==> config.mk <==
export PLATFORM = sky130hd
export DESIGN_NAME = led_clock_driver
export DESIGN_NICKNAME = d
export VERILOG_FILES = /design/src/rtl/led_clock_driver_pkg.sv /design/src/rtl/led_pwm_channel.sv /design/src/rtl/led_clock_driver.sv
export SDC_FILE = /design/constraint.sdc
export NUM_CORES = 1
export LEC_CHECK = 0
export CORE_MARGIN = 2
export CORE_UTILIZATION = 30
export CTS_CLUSTER_SIZE = 10
export DETAILED_ROUTE_END_ITERATION = 12
export MAX_ROUTING_LAYER = met4
export PLACE_DENSITY_LB_ADDON = 0.15
export SYNTH_ARGS = -nofsm -noshare
export SYNTH_HDL_FRONTEND = slang
export SYNTH_SLANG_ARGS = --single-unit
==> constraint.sdc <==
create_clock -name CLK -period 8.35 [get_ports CLK]
set_input_delay 1.67 -clock CLK [delete_from_list [all_inputs] [get_ports CLK]]
set_output_delay 1.67 -clock CLK [all_outputs]
set_load 0.02 [all_outputs]
==> src/rtl/led_clock_driver_pkg.sv <==
`timescale 1ns/1ps
`default_nettype none
// +----------------------------------------------------------------------+
// | led_clock_driver_pkg                                                 |
// | Shared FSM state type and divider clamp helper for led_clock_driver. |
// | Revision: 1.0                                                        |
// +----------------------------------------------------------------------+
package led_clock_driver_pkg;

  typedef enum logic [1:0] {
    S_HOLD = 2'd0,
    S_RUN  = 2'd1,
    S_STEP = 2'd2
  } state_t;

  localparam int MIN_DIV = 2;

  // Wide carrier so the helper serves any DIV_WIDTH up to 64 bits.
  typedef logic [63:0] div_wide_t;

  function automatic div_wide_t clamp_div(input div_wide_t x);
    return (x < div_wide_t'(MIN_DIV)) ? div_wide_t'(MIN_DIV) : x;
  endfunction

endpackage
`default_nettype wire

==> src/rtl/led_pwm_channel.sv <==
`timescale 1ns/1ps
`default_nettype none
// +----------------------------------------------------------------------+
// | led_pwm_channel                                                      |
// | One LED output: brightness latched at PWM wrap, registered drive.    |
// | Revision: 1.0                                                        |
// +----------------------------------------------------------------------+
module led_pwm_channel #(
  parameter int PWM_BITS = 7
) (
  input  logic                CLK,
  input  logic                RESET_N,
  input  logic [PWM_BITS-1:0] i_pwm_cnt,
  input  logic                i_wrap,
  input  logic [PWM_BITS-1:0] i_level,
  input  logic                i_data,
  output logic                o_led
);

  logic [PWM_BITS-1:0] r_lvl_q;
  logic                r_led;

  // Level only changes on a wrap so a PWM period never mixes two duty cycles.
  always_ff @(posedge CLK or negedge RESET_N) begin
    if (!RESET_N) begin
      r_lvl_q <= '0;
      r_led   <= 1'b0;
    end else begin
      if (i_wrap) begin
        r_lvl_q <= i_level;
      end
      r_led <= i_data & (i_pwm_cnt < r_lvl_q);
    end
  end

  assign o_led = r_led;

endmodule
`default_nettype wire

==> src/rtl/led_clock_driver.sv <==
`timescale 1ns/1ps
`default_nettype none
// +----------------------------------------------------------------------+
// | led_clock_driver                                                     |
// | Programmable CPU clock with run/hold/step control and PWM LEDs.      |
// | Option: LED_CLOCK_DRIVER_SYNC_EN adds 2-flop sync on RUN and STEP.   |
// | Revision: 1.0                                                        |
// +----------------------------------------------------------------------+
module led_clock_driver
  import led_clock_driver_pkg::*;
#(
  parameter int          DIV_WIDTH   = 32,
  parameter int unsigned DEFAULT_DIV = 10_000_000,
  parameter int          CHANNELS    = 8,
  parameter int          PWM_BITS    = 7
) (
  input  logic                         CLK,
  input  logic                         RESET_N,
  input  logic                         RUN,
  input  logic                         STEP,
  input  logic [DIV_WIDTH-1:0]         DIV,
  input  logic [CHANNELS*PWM_BITS-1:0] LEVEL,
  input  logic [CHANNELS-1:0]          DATA,
  output logic                         CPU_CLOCK,
  output logic                         TICK,
  output logic [CHANNELS-1:0]          OUTPUT
);

  localparam logic [DIV_WIDTH-1:0] c_one       = DIV_WIDTH'(1);
  localparam logic [DIV_WIDTH-1:0] c_reset_div = DIV_WIDTH'(clamp_div(div_wide_t'(DEFAULT_DIV)));
  localparam logic [PWM_BITS-1:0]  c_pwm_max   = {{(PWM_BITS-1){1'b1}}, 1'b0};
  localparam logic [PWM_BITS-1:0]  c_pwm_one   = PWM_BITS'(1);

  logic w_run;
  logic w_step;

`ifdef LED_CLOCK_DRIVER_SYNC_EN
  logic [1:0] r_run_sync;
  logic [1:0] r_step_sync;

  always_ff @(posedge CLK or negedge RESET_N) begin
    if (!RESET_N) begin
      r_run_sync  <= '0;
      r_step_sync <= '0;
    end else begin
      r_run_sync  <= {r_run_sync[0], RUN};
      r_step_sync <= {r_step_sync[0], STEP};
    end
  end

  assign w_run  = r_run_sync[1];
  assign w_step = r_step_sync[1];
`else
  assign w_run  = RUN;
  assign w_step = STEP;
`endif

  state_t               r_state;
  state_t               w_state_nxt;
  logic [DIV_WIDTH-1:0] r_cnt;
  logic [DIV_WIDTH-1:0] w_cnt_nxt;
  logic [DIV_WIDTH-1:0] r_div_q;
  logic [DIV_WIDTH-1:0] w_div_nxt;
  logic [DIV_WIDTH-1:0] w_div_clamp;
  logic                 r_step_d;
  logic                 r_cpu_clock;
  logic                 r_tick;
  logic                 w_step_rise;
  logic                 w_wrap;
  logic                 w_clk_nxt;

  assign w_div_clamp = DIV_WIDTH'(clamp_div(div_wide_t'(DIV)));
  assign w_step_rise = w_step & ~r_step_d;
  assign w_wrap      = (r_cnt == (r_div_q - c_one));

  always_ff @(posedge CLK or negedge RESET_N) begin
    if (!RESET_N) begin
      r_state <= S_HOLD;
    end else begin
      r_state <= w_state_nxt;
    end
  end

  always_comb begin
    w_state_nxt = r_state;
    w_cnt_nxt   = r_cnt + c_one;
    w_div_nxt   = r_div_q;
    case (r_state)
      S_HOLD: begin
        w_cnt_nxt = '0;
        w_div_nxt = w_div_clamp;
        if (w_run) begin
          w_state_nxt = S_RUN;
        end else if (w_step_rise) begin
          w_state_nxt = S_STEP;
        end
      end
      S_RUN, S_STEP: begin
        // Run and single-step resolve identically at the boundary: RUN decides.
        if (w_wrap) begin
          w_cnt_nxt   = '0;
          w_div_nxt   = w_div_clamp;
          w_state_nxt = w_run ? S_RUN : S_HOLD;
        end
      end
      default: begin
        w_cnt_nxt   = '0;
        w_div_nxt   = w_div_clamp;
        w_state_nxt = S_HOLD;
      end
    endcase
    w_clk_nxt = (w_state_nxt != S_HOLD) && (w_cnt_nxt >= (w_div_nxt >> 1));
  end

  // CPU clock is decoded from next-state values and registered, so it never glitches.
  always_ff @(posedge CLK or negedge RESET_N) begin
    if (!RESET_N) begin
      r_cnt       <= '0;
      r_div_q     <= c_reset_div;
      r_step_d    <= 1'b0;
      r_cpu_clock <= 1'b0;
      r_tick      <= 1'b0;
    end else begin
      r_cnt       <= w_cnt_nxt;
      r_div_q     <= w_div_nxt;
      r_step_d    <= w_step;
      r_cpu_clock <= w_clk_nxt;
      r_tick      <= w_clk_nxt & ~r_cpu_clock;
    end
  end

  assign CPU_CLOCK = r_cpu_clock;
  assign TICK      = r_tick;

  logic [PWM_BITS-1:0] r_pwm_cnt;
  logic                w_pwm_wrap;

  assign w_pwm_wrap = (r_pwm_cnt == c_pwm_max);

  always_ff @(posedge CLK or negedge RESET_N) begin
    if (!RESET_N) begin
      r_pwm_cnt <= '0;
    end else begin
      r_pwm_cnt <= w_pwm_wrap ? '0 : (r_pwm_cnt + c_pwm_one);
    end
  end

  for (genvar g = 0; g < CHANNELS; g++) begin : g_channel
    led_pwm_channel #(
      .PWM_BITS (PWM_BITS)
    ) u_channel (
      .CLK       (CLK),
      .RESET_N   (RESET_N),
      .i_pwm_cnt (r_pwm_cnt),
      .i_wrap    (w_pwm_wrap),
      .i_level   (LEVEL[g*PWM_BITS +: PWM_BITS]),
      .i_data    (DATA[g]),
      .o_led     (OUTPUT[g])
    );
  end

endmodule
`default_nettype wire

* Word level (Yosys, flattened, before mapping)
Index checks and enable logic that the tools add are counted.
Cells by class: equal/unequal tests 5, bitwise gates (word level) 12, divide/modulo/power cells 0, add/sub/neg operators 3, multiplexer cells 11, shifts and indexed selects 0, $mul 0, magnitude comparators 10, reductions and logical operators 4
Operator list (number):
- 32-bit two-way mux | 5
- 7-bit < comparator | 8
- 32-bit by 1-bit adder with 32-bit output, second input constant | 1
- 32-bit equality test | 1
- 32-bit by 31-bit greater-or-equal comparator with 1-bit output | 1
- 32-bit by 2-bit < comparator with 1-bit output, second input constant | 1
- 32-bit by 1-bit subtractor with 32-bit output, second input constant | 1
- 1-bit AND | 10
- 7-bit by 1-bit adder with 7-bit output, second input constant | 1
- 7-bit equality test, second input constant | 1
- 7-bit two-way mux | 1
- 2-bit two-way mux | 3
- 2-bit one-hot mux with 2 select lines | 1
- 2-bit by 1-bit equality test with 1-bit output, second input constant | 1
- 2-bit equality test, second input constant | 1
- 2-bit logical NOT | 1
- 2-bit inequality test, second input constant | 1
- 1-bit NOT | 2
- 2-bit nonzero test | 1
- 2-bit OR reduction | 1
- 1-bit logical AND | 1
- 1-bit two-way mux | 1
Storage, ports and cells: word-level logic and storage cells 69, bits in writable memories 0, input port bits 100, memory bits (read-only) 0, latch bits 0, memories kept 0, register bits 140

* Depth between registers and ports, before layout
depth in word-level cells 8, mapped depth 24, mapped depth without buffers 21

* By module
From an unflattened synthesis, not the netlist that was laid out.
Unflattened totals: cells, all modules 964, area total of the unflattened synthesis 9213.8 um^2
By module, submodules not included:
- led_clock_driver | seq. area each 1911.8 um^2, area each 5740.5 um^2, cells an instance 596, times used 1
- led_pwm_channel | seq. area each 200.2 um^2, area each 434.2 um^2, cells an instance 46, times used 8

* Least setup slack after synthesis
OpenSTA, ideal clock, no wires.
path kind reg2reg, from reg r_div_q[0], to reg r_tick, in the netlist TICK, cell stages (with the launch flop) 24, arrival 4.564 ns, required time 8.199 ns, path buffers 4, setup time 0.151 ns, slack 3.634 ns, cell sequence dfrtp_1 > inv_1 > ha_1 > or4b_2 > clkbuf_1 > or3_1 > nor3_2 > a21oi_1 > nor3_1 > a31o_1 > buf_6 > buf_6 > buf_6 > mux2i_1 > ha_1 > a21o_1 > a21o_1 > a21oi_1 > nor2_1 > a211oi_1 > o21ai_0 > a21oi_1 > o221a_1 > a2111oi_2
Between the ends: longest elaborated chain between the ends 7, elaborated cells on any way between the ends 12, those cells by class add/sub: 1; order compare: 1; eq/ne: 1; mux: 6; bitwise: 1; reduce/logical: 2
RTL lines:
- start: declaration | line led_clock_driver.sv:62 | logic [DIV_WIDTH-1:0] r_div_q;
- start signal: assignment | line led_clock_driver.sv:119 | r_div_q <= c_reset_div;
- start signal: assignment | line led_clock_driver.sv:125 | r_div_q <= w_div_nxt;
- 32-bit by 1-bit subtractor with 32-bit output (*) | line led_clock_driver.sv:74 | assign w_wrap = (r_cnt == (r_div_q - c_one));
- 32-bit equality test (*) | line led_clock_driver.sv:74
- 32-bit two-way mux / 2-bit two-way mux (equally long branches) | line led_clock_driver.sv:100 | if (w_wrap) begin
- 32-bit two-way mux / 2-bit one-hot mux with 2 select lines (equally long branches) | line led_clock_driver.sv:88 | case (r_state)
- 32-bit by 31-bit greater-or-equal comparator with 1-bit output / 2-bit nonzero test (equally long branches) | line led_clock_driver.sv:112 | w_clk_nxt = (w_state_nxt != S_HOLD) && (w_cnt_nxt >= (w_div_nxt >> 1));
- 1-bit logical AND (*) | line led_clock_driver.sv:112
- 1-bit AND (*) | line led_clock_driver.sv:128 | r_tick <= w_clk_nxt & ~r_cpu_clock;
- end signal: assignment | line led_clock_driver.sv:128
- end: declaration | line led_clock_driver.sv:67 | logic r_tick;
Every way passes the cells marked *; elsewhere a longest branch is shown, timed or not. The select of a mux whose other input is x is not followed. A chain may end at the register's enable or synchronous reset.

* Worst setup path in the final report
from reg r_div_q[1], to reg r_cpu_clock, in the netlist CPU_CLOCK
Between the ends: longest elaborated chain between the ends 6, elaborated cells on any way between the ends 11, those cells by class add/sub: 1; order compare: 1; eq/ne: 1; mux: 6; reduce/logical: 2
RTL lines:
- 32-bit by 1-bit subtractor with 32-bit output | line led_clock_driver.sv:74
- 32-bit equality test | line led_clock_driver.sv:74
- 32-bit two-way mux | line led_clock_driver.sv:100
- 32-bit two-way mux | line led_clock_driver.sv:88
- net w_div_nxt[26] | line led_clock_driver.sv:63 | logic [DIV_WIDTH-1:0] w_div_nxt;
- 32-bit by 31-bit greater-or-equal comparator with 1-bit output | line led_clock_driver.sv:112
- 1-bit logical AND | line led_clock_driver.sv:112
- net w_clk_nxt | line led_clock_driver.sv:70 | logic w_clk_nxt;
- end signal: assignment | line led_clock_driver.sv:127 | r_cpu_clock <= w_clk_nxt;
- end: declaration | line led_clock_driver.sv:66 | logic r_cpu_clock;
The timed path passes the listed nets, and every way through them passes these cells. The select of a mux whose other input is x is not followed.

==> impl_metrics.csv <==
group,metric,value,unit
final_layout,fillers,2965,
synthesis,ys_ff_latch,140,
sta,drv_slew,0,
routing,routedWlPerCell,15.6,um
cts,cts_tree,"yes",
synthesis,synth_cell_type_count,59,
worst_setup_path,start_kind,"register",
synthesis,synthCells,916,
routing,routed_wl,21.9,mm
status,status,"completed",
final_layout,drive_above_1_share,6.84,%
final_layout,antenna_cells,0,
cts,post_cts_buffers,0,
global_route,grt_max_degree,82,
floorplan,die_height,174,um
floorplan,start_util,30.3,%
floorplan,die-width,174,um
synthesis,synthArstFlopShare,100,%
sta,slew_headroom,47.1,%
sta,setup_viol,0,
cts,postCtsResizedCells,0,
worst_setup_path,cp_max_fo,47,
synthesis,synth_ff_type,"dfrtp_1",
worst_setup_path,worstPathRequired,8.62,ns
cts,numCtsBuffers,17,
worst_setup_path,r2r_end,"CPU_CLOCK",
final_layout,area_growth,23.1,%
placement,place_hpwl,16.2,mm
final_layout,fin_nets,1195,
sta,final-hold-violation-count,0,
min_path,hold_depth,1,
final_layout,final_util,37.3,%
cts,h-tree-depth,4,
synthesis,yosys_warnings,0,
cts,cts_sinks,140,
global_route,grt_remaining_overflow,0,
synthesis,synth_edf_count,0,
power,power_density,238,nW/um2
worst_setup_path,end_kind,"register",
synthesis,syn-mean-instance-area,9.45,um2
sta,fin_setup_tns,0,ns
synthesis,syn_area,8660,um2
global_route,grt_pass1_vias,6817,
routing,drt_pass1_iterations,4,
floorplan,row_count,62,
routing,routed_via_density,4.70,
placement,port_buffers,109,
sta,max_freq,174,MHz
cts,clk_pin_slew,0.06,ns
worst_setup_path,reg2reg_from,"r_div_q[1]",
synthesis,syn-num-nets,1101,
worst_setup_path,reg2reg_setup_slack,2.60,ns
floorplan,die_area,30200,um2
cts,cts_hold_buf,0,
routing,final_antenna_net_count,0,
floorplan,io_pins,110,
sta,clock_skew,0.0124,ns
global_route,grtUsageTotal,15.7,%
cts,cts.path.max_buffers,2,
worst_setup_path,rr_worst_depth,20,
power,leakage,0.00495,uW
cts,cts_root_buffer,"clkbuf_16",
sta,min_period_over_period,68.9,%
worst_setup_path,path_class,"reg -> reg",
worst_setup_path,crit_arrival,6.02,ns
floorplan,core,28500,um2
sta,period_minus_slack,5.75,ns
min_path,whs_endpoint,"TICK",
routing,drt_iter0_drc,270,
min_path,hold_path.class,"reg -> reg",
sta,worstMarginPinSlew,0.793,ns
cts,clk_latency,0.43,ns
global_route,grt_antenna_before_repair,0,
placement,gp_congestion,0.813,
routing,via_count,6607,
job,cap_viol_max_count,0,
sta,rsz0062_at_grt,"no",
global_route,grt_pass1_wl,36.4,mm
min_path,min_from,"CPU_CLOCK",
synthesis,ys_seq_area_share,40.6,%
power,vdd_drop_max,0.000136,V
routing,drc,0,
routing by layer:
| metal | vias to the layer above | global-route usage [%] | routed length [um] | share of wire [%] |
|---|---|---|---|---|
| met4 | 0 | 4.03 | 199 | 0.91 |
| met1 | 3109 | 19.8 | 10200 | 46 |
| li1 | 3350 | - | - | - |
| met3 | 19 | 3.19 | 993 | 4.5 |
| met5 | - | - | 0 | 0 |
| met2 | 129 | 25.7 | 10500 | 48 |
worst max-delay path, stage by stage, from the launching register on:
cell and delay [ns]:
dfrtp_1 0.41, inv_1 0.10, ha_1 0.25, or4b_2 0.75
or3_1 0.43, nor3_2 0.22, a21oi_1 0.12, nor3_1 0.35
a31o_4 0.67, mux2_2 0.42, inv_1 0.06, ha_1 0.23
a21oi_1 0.15, nor2b_1 0.05, o21ai_0 0.16, nand2_1 0.15
a211oi_1 0.34, o21ai_0 0.21, a21oi_1 0.20, o221a_1 0.24
a211oi_1 0.06
flip-flops by register name, summed over array words and instances (netlist names):
| signal | cells |
|---|---|
| g_channel.u_channel.r_lvl_q | 56 |
| r_cnt | 32 |
| r_div_q | 32 |
| g_channel.u_channel.o_led | 8 |
| r_pwm_cnt | 7 |
| r_state | 2 |
| CPU_CLOCK | 1 |
| TICK | 1 |
| r_step_d | 1 |
worst max path at each step:
stage	start	to	slack, ns	depth (start not counted)
2_1_floorplan	r_div_q[0]	TICK	3.63	23
3_3_place_gp	r_div_q[0]	TICK	2.73	20
3_5_place_dp	r_div_q[0]	CPU_CLOCK	2.54	20
4_1_cts	r_div_q[0]	CPU_CLOCK	2.53	20
5_1_grt	r_div_q[0]	CPU_CLOCK	2.13	20
6_report	r_div_q[1]	CPU_CLOCK	2.60	20
power by group:
part           total (uW)  switching [uW]  internal [uW]  leakage [uW]
registers             938             150            788       0.00158
clock network         755             347            407      0.000290
logic                 845             472            373       0.00308
final cells by class:
cell class	count	area, um2	area share (%)
clock inverters	14	145	1.36
flip-flops and latches	140	3510	33.0
inverters	90	338	3.17
multi-input cells	646	4600	43.2
clock buffers	18	439	4.12
well taps	384	480	4.51
repair buffers	115	1140	10.7
synth_stat cells (all sizes together), types with 18 or more instances:
cell    count  area share, %
a21oi      20            1.2
buf        18            1.6
clkbuf     22           0.95
dfrtp     132             38
ha         85             12
inv        89            3.9
mux2i      32            3.7
nand2      68            2.9
nand3      23            1.3
nor2       62            2.7
nor3       18            1.1
nor4       22            1.7
o21ai      86            5.0
xnor2      35            3.5
xor2       37            3.7
cells in the final DEF, fill, tap and decap left out, types with 20 or more instances in the layout:
cell type        Yosys  routed
xor2_1              37      37
inv_1               89      89
dfrtp_1            132     132
clkdlybuf4s50_1      0     108
nand2_1             68      68
nor2_1              62      61
nor4_1              21      21
mux2i_1             32      32
a21oi_1             20      20
ha_1                85      85
o21ai_0             86      86
nand3_1             23      23
xnor2_1             35      35
metrics by stage:
stage	instance area, um2	power [uW]	hold WS, ns	setup WS (ns)	std cells
finish	10700	2540	0.468	2.60	1407
global route	10700	2730	0.471	2.13	1407
global placement	10100	1800	0.455	2.73	1375
CTS	10700	2580	0.468	2.53	1407
detailed placement	10100	1800	0.454	2.54	1375
floorplan	8660	1570	0.475	3.63	916
cells by family (layout without fill, tap and decap cells):
group           after synthesis  in the layout  synth area share, %
compound gates              158            158                 10.9
fa+ha+maj                    85             85                 12.3
flops                       140            140                 40.6
simple gates                289            289                 17.6
xor+xnor                     72             72                 7.28
mux                          42             42                 5.00
buf+inv                     130            237                 6.44
(Power assumes the default switching activity.)
==> RTL edit 1 (same flow settings) <==
`DIV_WIDTH`: 32 -> 16.
--- a/src/rtl/led_clock_driver.sv
+++ b/src/rtl/led_clock_driver.sv
@@ -11,3 +11,3 @@
 #(
-  parameter int          DIV_WIDTH   = 32,
+  parameter int          DIV_WIDTH   = 16,
   parameter int unsigned DEFAULT_DIV = 10_000_000,
Ports: changed (resized DIV); port bits go from 110 to 94. No check against the original RTL was run, so the function may have changed too.
==> RTL edit 1 against the unedited design <==
Clock power shrank 43%; global-route usage shrank 0.96 points; total power shrank 36%; non-clock buffer count shrank 20; wire length shrank 31%; sequential cell count shrank 32; worst hold slack lost 17 ps; maximum frequency grew 21%; final area shrank 27%; setup slack gained 1000 ps; area after synthesis shrank 27%.
==> RTL edit 1: results (changes against the unedited design) <==
stage,metric,value,unit,change
power,leakage,3.85,nW,was 4.95 nW
clock_network,clk buf depth,2,,unchanged
clock_network,"CTS clk-pin slew, worst paths",70,ps,
logic_synthesis,"Seq/Total Area, Yosys",42.7,%,was 40.6%
clock_network,setup bufs post-CTS,0,,unchanged
clock_network,hold_buf cts,0,,unchanged
grt,vias in the first global route,4877,,was 6817
clock_network,TritonCTS Buffers,9,,was 17
logic_synthesis,Ys Warns,0,,unchanged
drt,DR iter-0 viols,228,,was 270
place,routability cong.,0.860,,was 0.813
drt,WL per Instance,15.1,um,was 15.6 um
grt,first-pass GRT wire length,24.9,mm,was 36.4 mm
setup_path,CP max FO,19,,was 47
place,half-perimeter wire length after placement,10.7,mm,was 16.2 mm
clock_network,post_cts resized,0,,unchanged
logic_synthesis,Netlist cell types,49,,was 59
logic_synthesis,Mapped Nets,794,,was 1101
grt,initial antenna violation count,0,,unchanged
logic_synthesis,share of async-settable or async-resettable flops after synthesis,100,%,unchanged
power,Worst VDD drop,0.110,mV,was 0.136 mV
drt,DR pass1 iterations,5,,was 4
sta,skew final,7.27,ps,was 12.4 ps
drt,residual DRC count,0,,unchanged
sta,Relative slew margins,29.2,%,was 47.1%
clock_network,clock root buffer master,clkbuf_16,,unchanged
clock_network,clk_lat worst skew,350,ps,was 430 ps
run_status,status,"complete, no violations",,unchanged
drt,routed via count,4655,,was 6607
grt,GRT overflow,0,,unchanged
logic_synthesis,"top cells by count, synth","dfrtp_1 (103), ha_1 (69), inv_1 (68)",,"was dfrtp_1 (132), inv_1 (89), o21ai_0 (86)"
layout,NumNets Final,871,,was 1195
setup_path,Worst Path Arrival,4970,ps,was 6020 ps
layout,biggest regs,"g_channel.u_channel.r_lvl_q: 56 flops, r_cnt: 16 flops, r_div_q: 16 flops",,"was g_channel.u_channel.r_lvl_q: 56 flops, r_cnt: 32 flops, r_div_q: 32 flops"
layout,layout cells sized above 1,6.11,%,was 6.84%
place,Port-buffer cells,93,,was 109
grt,largest net degree at the start of global routing,111,,was 82
grt,Overall Global Routing Usage,14.7,%,was 15.7%
layout,n_diodes,0,,unchanged
clock_network,H-tree Lvls,3,,was 4
hold_path,worst hold path type,flop to flop,,unchanged
logic_synthesis,synth top area cells,"dfrtp_1 (41%), ha_1 (14%), o21ai_0 (5.2%)",,"was dfrtp_1 (38%), ha_1 (12%), o21ai_0 (5.0%)"
RTL edit 1: per-layer routing:
layer / share of wire, % / GRT usage [%] / wire length (um)
met4: 1.7 / 4.76 / 252
met5: 0 / - / 0
met1: 48 / 18.6 / 7140
met2: 47 / 23.8 / 7100
met3: 3.6 / 2.69 / 535
RTL edit 1: final timing paths:
kind                       slack [ps]       start                                 to  cells after the start
hold / removal                    450   CPU_CLOCK                               TICK                      1
hold reg to reg                   450   CPU_CLOCK                               TICK                      1
setup reg to reg                 3600  r_div_q[0]                               TICK                     18
min in group asynchronous        1370     RESET_N                         r_div_q[2]                      1
max in group asynchronous        5780     RESET_N  g_channel[7].u_channel.r_lvl_q[3]                      2
setup / recovery                 3600  r_div_q[0]                               TICK                     18
RTL edit 1: cell type report:
type	instances	area, sq um
Clock inverter	2	37.5
Fill cell	2100	13100
Timing Repair Buffer	95	943
Inverter	71	267
Multi-Input combinational cell	433	3200
Clock buffer	11	243
Sequential cell	108	2710
Tap cell	275	344
RTL edit 1: through the flow:
| stage | hold WS (ps) | setup WS (ps) | instance area, sq um | power [mW] | instances |
|---|---|---|---|---|---|
| 6_report | 450 | 3600 | 7750 | 1.62 | 995 |
| 4_1_cts | 460 | 3620 | 7750 | 1.64 | 995 |
| 3_5_place_dp | 449 | 3580 | 7470 | 1.20 | 982 |
| 2_1_floorplan | 482 | 4380 | 6340 | 1.04 | 641 |
| 5_1_grt | 482 | 3210 | 7750 | 1.72 | 995 |
| 3_3_place_gp | 449 | 3630 | 7470 | 1.19 | 982 |
RTL edit 1: critical path, stage by stage, from the launching register on:
cell and delay, ps:
dfrtp_1 440, inv_1 100, ha_1 230, nor3b_2 500, a21oi_1 160, or4b_4 550
nor4_4 200, nand4_1 180, nand2_1 580, nor2_1 150, ha_1 350, a21oi_1 150
o21ai_0 90, nor3_1 120, o21ai_0 150, o211ai_1 140, a31oi_1 130, a2111oi_2 300
nor4_1 100
RTL edit 1: cells by family after synthesis:
kind of cell,after synthesis,synth area share [%]
multiplexers,21,3.69
adder cells (fa/ha/maj),69,13.6
flip-flops,108,42.7
AO/OA/AOI/OAI,126,12.0
XOR/XNOR,41,5.88
buffers and inverters,100,6.81
AND/OR/NAND/NOR,176,15.3
RTL edit 1: where the power goes:
group	switching [mW]	internal [mW]
Combinational	0.280	0.234
Sequential	0.0909	0.584
Clock	0.192	0.236
==> RTL edit 2 (same settings) <==
Without the edit above. Register the output `OUTPUT`; this adds one clock of latency there. The other outputs are not delayed to match.
--- a/src/rtl/led_clock_driver.sv
+++ b/src/rtl/led_clock_driver.sv
@@ -32,2 +32,4 @@
   localparam logic [PWM_BITS-1:0]  c_pwm_one   = PWM_BITS'(1);
+
+  logic [CHANNELS-1:0] OUTPUT_d;
 
@@ -157,4 +159,8 @@
       .i_data    (DATA[g]),
-      .o_led     (OUTPUT[g])
+      .o_led     (OUTPUT_d[g])
     );
+  end
+
+  always_ff @(posedge CLK) begin
+    OUTPUT <= OUTPUT_d;
   end
Check against the original RTL: same outputs for any inputs over 10 cycles, from zero or initial values and one cycle with RESET_N low; that may be too few to reach the edited logic, so the function may still have changed.
==> RTL edit 2 against the unedited design <==
Sequential cell count is 8 higher; setup slack worse by 18 ps; die area increased by 1.1%; total power is 2.6% higher; final cell count increased by 0.43%; area after synthesis is 1.2% higher; maximum frequency is 0.32% lower; sequential share of layout area rose by 1.0 points; wire length fell by 0.40%; combinational power shrank 1%; final area increased by 1.5%; largest power group unchanged.
==> RTL edit 2: results (changes against the unedited design) <==
stage,metric,value,unit,change
place,half-perimeter wire length after placement,16.0,mm,was 16.2 mm
drt,met2 WL,10.3,mm,was 10.5 mm
grt,Overall Global Routing Usage,15.3,%,was 15.7%
layout,# fillers,2928,,was 2965
layout,layout cells sized above 1,6.51,%,was 6.84%
grt,first-pass GRT wire length,35.9,mm,was 36.4 mm
setup_path,CP endpoint,TICK,,was CPU_CLOCK
power,NetSw,0.980,mW,was 0.970 mW
logic_synthesis,Post-Synth Adder-Cell Area,12.1,%,was 12.3%
hold_path,Hold Path Origin,g_channel[6].u_channel.o_led,,was CPU_CLOCK
logic_synthesis,synth top area cells,"dfrtp_1 (38%), ha_1 (12%), o21ai_0 (4.9%)",,"was dfrtp_1 (38%), ha_1 (12%), o21ai_0 (5.0%)"
power,Comb power frac,32.0,%,was 33.3%
logic_synthesis,post-synthesis compound-gate area fraction,10.7,%,was 10.9%
sta,Relative slew margins,32.4,%,was 47.1%
setup_path,max incr delay on CP,870,ps,was 750 ps
layout,Clock-cell share,5.52,%,was 5.48%
sta,Final Hold Slack,342,ps,was 468 ps
run_status,status,"complete, no violations",,unchanged
place,pre-CTS setup slack,2500,ps,was 2540 ps
power,Power Density,241,nW/um^2,was 238 nW/um^2
grt,met1 usage,19.5,%,was 19.8%
drt,Vias/cell,4.68,,was 4.70
place,routability cong.,0.792,,was 0.813
drt,DR iter-0 viols,323,,was 270
setup_path,startpoint of the worst setup timing path,r_div_q[0],,was r_div_q[1]
layout,NumNets Final,1201,,was 1195
grt,vias in the first global route,6827,,was 6817
logic_synthesis,mux cell area share after synthesis,4.94,%,was 5.00%
logic_synthesis,#FFs+latches synth,148,,was 140
layout,multi-input gate share of total cell area,42.6,%,was 43.2%
setup_path,CP max FO,68,,was 47
power,Worst VDD drop,0.176,mV,was 0.136 mV
logic_synthesis,post-synthesis xor/xnor area fraction,7.20,%,was 7.28%
logic_synthesis,"Seq/Total Area, Yosys",41.9,%,was 40.6%
setup_path,Worst Path Arrival,6050,ps,was 6020 ps
grt,GRT met3 Usage,3.26,%,was 3.19%
-- RTL edit 2: changes by cell type after synthesis, sizes merged --
| cell | before | now |
|---|---|---|
| dfxtp | 0 | 8 |
| buf | 18 | 10 |
-- RTL edit 2: worst register-to-register path, cell delays in order, from the launching register on --
cell       delay [ps]
dfrtp_1           420
inv_1              90
ha_1              240
or4b_2            730
or3_1             440
nor3_2            230
a21oi_1           100
nor3_1            330
a31o_4            870
mux2_2            450
inv_1              60
ha_1              220
a21oi_1           150
nor2b_1            50
o21ai_0           130
nand2_1           120
a211oi_1          290
o21ai_0           160
a21oi_1           210
o221a_1           250
a2111oi_2          60
-- RTL edit 2: per-stage QoR --
step / instance area [sq um] / utilization, % / instances
2_1_floorplan: 8760 / - / 916
3_3_place_gp: 10200 / 35.6 / 1381
3_5_place_dp: 10200 / 35.6 / 1381
4_1_cts: 10800 / 37.7 / 1413
5_1_grt: 10800 / 37.7 / 1413
6_report: 10800 / 37.7 / 1413
